==> config.mk <==
export PLATFORM = sky130hd
export DESIGN_NAME = sine_tone_gen
export DESIGN_NICKNAME = d
export VERILOG_FILES = /design/src/rtl/sine_tone_gen.sv
export SDC_FILE = /design/constraint.sdc
export NUM_CORES = 1
export LEC_CHECK = 0
export CAP_MARGIN = 40
export CORE_UTILIZATION = 49
export CTS_CLUSTER_DIAMETER = 120
export DETAILED_ROUTE_END_ITERATION = 16
export PLACE_DENSITY = 0.83
export SYNTH_ARGS = -nofsm -noshare
export SYNTH_HDL_FRONTEND = slang
export SYNTH_SLANG_ARGS = --single-unit
==> constraint.sdc <==
create_clock -name clk -period 1.9 [get_ports clk]
set_input_delay 0.475 -clock clk [delete_from_list [all_inputs] [get_ports clk]]
set_output_delay 0.475 -clock clk [all_outputs]
set_load 0.02 [all_outputs]
==> src/rtl/sine_tone_gen.sv <==
// Phase-accumulator sine tone generator: tick-driven DDS with a 2-stage
// table lookup / attenuation pipeline producing unsigned samples.
module sine_tone_gen #(
  parameter int PHASE_W = 16,
  parameter int ADDR_W  = 5,
  parameter int DATA_W  = 4
) (
  input  logic               clk,
  input  logic               reset,
  input  logic               enable,
  input  logic               sample_tick,
  input  logic               phase_clr,
  input  logic [PHASE_W-1:0] freq_word,
  input  logic [1:0]         vol,
  output logic [DATA_W-1:0]  sample,
  output logic               sample_valid,
  output logic               wrap
);

  localparam int DEPTH = 1 << ADDR_W;
  localparam int MID   = 1 << (DATA_W - 1);
  localparam int AMP   = MID - 1;
  localparam real TWO_PI = 6.283185307179586;
  localparam logic [DATA_W-1:0]    MID_U = DATA_W'(MID);
  localparam logic signed [DATA_W:0] MID_S = (DATA_W + 1)'(MID);

  // Round-half-up of MID + AMP*sin(2*pi*k/DEPTH), evaluated at elaboration.
  function automatic logic [DATA_W-1:0] rom_entry(input int k);
    real val;
    val = real'(MID) + real'(AMP) * $sin(TWO_PI * real'(k) / real'(DEPTH)) + 0.5;
    return DATA_W'($rtoi($floor(val)));
  endfunction

  logic [DATA_W-1:0] sine_rom [DEPTH];

  for (genvar k = 0; k < DEPTH; k++) begin : g_rom
    assign sine_rom[k] = rom_entry(k);
  end

  logic [PHASE_W-1:0] acc_q;
  logic [PHASE_W-1:0] acc_d;
  logic               carry_d;
  logic               tick_ok;
  logic               v1_q;
  logic               v2_q;
  logic [DATA_W-1:0]  rom_q;

  logic signed [DATA_W:0] diff;
  logic signed [DATA_W:0] shifted;
  logic signed [DATA_W:0] total;
  logic [DATA_W-1:0]      sample_d;

  always_comb begin
    tick_ok          = sample_tick & enable & ~phase_clr;
    {carry_d, acc_d} = {1'b0, acc_q} + {1'b0, freq_word};
  end

  // Attenuate around the midline; the result always stays inside the sample range.
  always_comb begin
    diff     = $signed({1'b0, rom_q}) - MID_S;
    shifted  = diff >>> vol;
    total    = shifted + MID_S;
    sample_d = total[DATA_W-1:0];
  end

  always_ff @(posedge clk or posedge reset) begin
    if (reset) begin
      acc_q        <= '0;
      wrap         <= 1'b0;
      v1_q         <= 1'b0;
      v2_q         <= 1'b0;
      rom_q        <= MID_U;
      sample       <= MID_U;
      sample_valid <= 1'b0;
    end else begin
      wrap         <= 1'b0;
      v1_q         <= tick_ok;
      v2_q         <= v1_q;
      sample_valid <= v2_q;
      if (phase_clr) begin
        acc_q <= '0;
      end else if (tick_ok) begin
        acc_q <= acc_d;
        wrap  <= carry_d;
      end
      if (v1_q) begin
        rom_q <= sine_rom[acc_q[PHASE_W-1 -: ADDR_W]];
      end
      if (v2_q) begin
        sample <= sample_d;
      end
    end
  end

endmodule

==> results.sh <==
export IMPL_status="finished, violations left"
export IMPL_violations="negative setup slack"
export IMPL_worstPathRequired_ns=2.11
export IMPL_htreeDepth=1
export IMPL_tightest_slew_ns=0.459
export IMPL_final_cell_mix="buf_4 (54), nand2_1 (29), dfrtp_1 (26)"
export IMPL_crit_path_max_incr_delay_ns=0.41
export IMPL_ys_warn_count=0
export IMPL_port_buffers=28
export IMPL_slew_viol_final=0
export IMPL_synth_flop_cell="dfrtp_1"
export IMPL_synth_top_area_share_pct=32.1
export IMPL_power_mw=2.07
export IMPL_wl_per_cell_um=18.5
export IMPL_drt_vias_per_instance=5.94
export IMPL_final_common_cell="buf_4"
export IMPL_worst_slack_ns=-0.182
export IMPL_cts_hold_buf=0
export IMPL_maxCapViolCount=0
export IMPL_core_area_um2=3970
export IMPL_clock_skew_ns=0.00646
export IMPL_rsz0062_at_grt="yes"
export IMPL_syn_area_per_cell_um2=8.81
export IMPL_cts_path_max_buffers=2
export IMPL_seq_area_um2=703
export IMPL_ys_types=45
export IMPL_async_reset_ff_share_pct=100
export IMPL_antenna_found_initial=0
export IMPL_n_antenna_cell=0
export IMPL_overflow=0
export IMPL_finalCritPeriodShare_pct=110
export IMPL_dpl_worst_slack_ns=-0.749
export IMPL_seq_area_frac_synth_pct=34.7
export IMPL_vdd_drop_max_mv=0.337
export IMPL_yosys_area_top_type="dfrtp_1"
export IMPL_vias=2157
export IMPL_max_freq_ghz=0.480
export IMPL_drive_above_1_share_pct=39.0
export IMPL_hold_path_class="in2async"
export IMPL_period_minus_slack_ns=2.08
export IMPL_synth_area_leaders="dfrtp_1 (32%), ha_1 (13%), o21ai_0 (6.2%), nand2_1 (5.6%), a21oi_1 (5.4%)"
export IMPL_dp_hpwl_um=3830
export IMPL_final_nets=359
export IMPL_hold_viol_final=0
export IMPL_leakagePower_nw=1.40
export IMPL_drcViolationCount=0
export IMPL_syn2layout_area_growth_pct=58.0
export IMPL_postLayoutCellArea_um2=3200
export IMPL_io_pins=29
export IMPL_critPathKind="reg2reg"
export IMPL_crit_family="compound AO/OA/AOI/OAI gates"
export IMPL_crit_fanout=3
export IMPL_syn_cell_area_um2=2030
export IMPL_clock_latency_ns=0.29
export IMPL_fillers=234
export IMPL_grtUsageTotal_pct=28.9
export IMPL_dr_pass1_iters=4
export IMPL_cts_sinks=28
export IMPL_finalWirelength_um=6720
export IMPL_synth_edf_count=0
export IMPL_syn_nets=275
export IMPL_drt_iter0_drc=181
export IMPL_multi_input_area_um2=1570
export IMPL_critPathArrivalTime_ns=2.30
export IMPL_crit_slowest_cell="dfrtp_1"
export IMPL_rows=23
export IMPL_crit_buf_inv=2
export IMPL_grt_pass1_wl_um=9520
export IMPL_grt_max_degree=19
export IMPL_setup_viol=10
export IMPL_die_y_um=66.3
export IMPL_grt_pass1_vias=2078
export IMPL_drtAntennaViolNets=0
export IMPL_synth_cells=230
export IMPL_cts_root_buf="clkbuf_8"
export IMPL_clk_pin_slew_ns=0.10
export IMPL_finalSetupTns_ns=-0.955
export IMPL_dpl_cell_area_um2=2800
export IMPL_gp_congestion=0.865
export IMPL_ys_seq_elements=28
export IMPL_power_density_nw_per_um2=646
export IMPL_worst_setup_path_end_kind="register"
export IMPL_critPathLaunchType="register"
export IMPL_hold_ws_ns=0.499
export IMPL_initial_core_util_pct=51.0
export IMPL_slew_headroom_pct=69.4
export IMPL_cts_tree="built"
export IMPL_die_x_um=66.3
export IMPL_cts_made_buffers=3
export IMPL_die_area_um2=4400
export IMPL_cp_cell_sequence="ha_4, inv_2, fa_2, nor2b_4, o31ai_4, a21oi_4, buf_4, a41oi_2, xor2_1, o21ai_0"
[worst register-to-register path: stages, from the launching register on]
cell	delay [ns]
dfrtp_1	0.41
ha_4	0.16
inv_2	0.03
fa_2	0.36
nor2b_4	0.15
o31ai_4	0.08
a21oi_4	0.19
buf_4	0.17
a41oi_2	0.15
xor2_1	0.17
o21ai_0	0.14
[registers in the layout (all words and copies together) (netlist names)]
register,count
acc_q,16
rom_q,4
sample,4
sample_valid,1
v1_q,1
v2_q,1
wrap,1
[report_power, final]
group          switching [mW]  leakage (nW)  internal (mW)
clock                   0.205        0.0357          0.283
combinational           0.423         0.998          0.438
sequential             0.0545         0.367          0.665
total                   0.682          1.40           1.39
[stage by stage]
stage	instances	util (%)
final	363	80.6
after global routing	363	80.6
after CTS	363	78.2
after detailed placement	354	70.4
after global placement	354	70.4
after floorplan	230	-
[area by class of cell]
type                    count  share of cell area, %
clock buffers               3                   1.29
clock inverters             1                  0.938
inverters                  15                   1.76
multi-input cells         181                   49.2
flip-flops and latches     28                   22.0
well taps                  50                   1.95
repair buffers             85                   22.9
[repair_timing]
action / CTS / global route
pin swaps: 28 / 10
buffers inserted: 6 / 0
resized for setup: 53 / 21
setup endpoints to repair: 13 / 13
[Yosys cell counts, drive strengths merged, types with 2 or more instances]
cell / n
nand2: 30
o21ai: 27
dfrtp: 26
a21oi: 23
ha: 21
inv: 15
nor2: 15
clkbuf: 6
o31ai: 6
xor2: 6
a31oi: 5
mux2: 5
xnor2: 5
a211oi: 4
nor2b: 3
nor3: 3
o21a: 3
or3: 3
a21boi: 2
dfstp: 2
o22ai: 2
[cells by family after synthesis]
| logic type | Yosys count | share of synthesized area [%] |
|---|---|---|
| and+or+nand+nor | 61 | 13.4 |
| xor gates and xnor gates | 11 | 4.76 |
| AOI/OAI and AO/OA | 80 | 24.9 |
| muxes | 7 | 4.39 |
| adders and majority gates | 22 | 14.0 |
| DFF | 28 | 34.7 |
| buffers and inverters | 21 | 3.89 |
[layer usage]
layer  vias up  share of wire (%)  GRT usage (%)
li1        989                  -              -
met1      1043                 40           34.0
met2        99                 53           51.1
met3        26                4.5           5.17
met4         0                3.1           12.0
met5         -                  0              0
[final timing paths]
check,start,to,slack [ns],cells after the start
setup / recovery,acc_q[0]$_DFFE_PP0P_,acc_q[10]$_DFFE_PP0P_,-0.18,10
hold / removal,reset,sample[1]$_DFFE_PP0P_,0.50,2
setup reg to reg,acc_q[0]$_DFFE_PP0P_,acc_q[10]$_DFFE_PP0P_,-0.18,10
hold reg to reg,acc_q[8]$_DFFE_PP0P_,acc_q[8]$_DFFE_PP0P_,0.51,2
max in group asynchronous,reset,acc_q[12]$_DFFE_PP0P_,0.94,3
min in group clk,acc_q[8]$_DFFE_PP0P_,acc_q[8]$_DFFE_PP0P_,0.51,2
No activity file was read; power rests on OpenSTA's default activity.
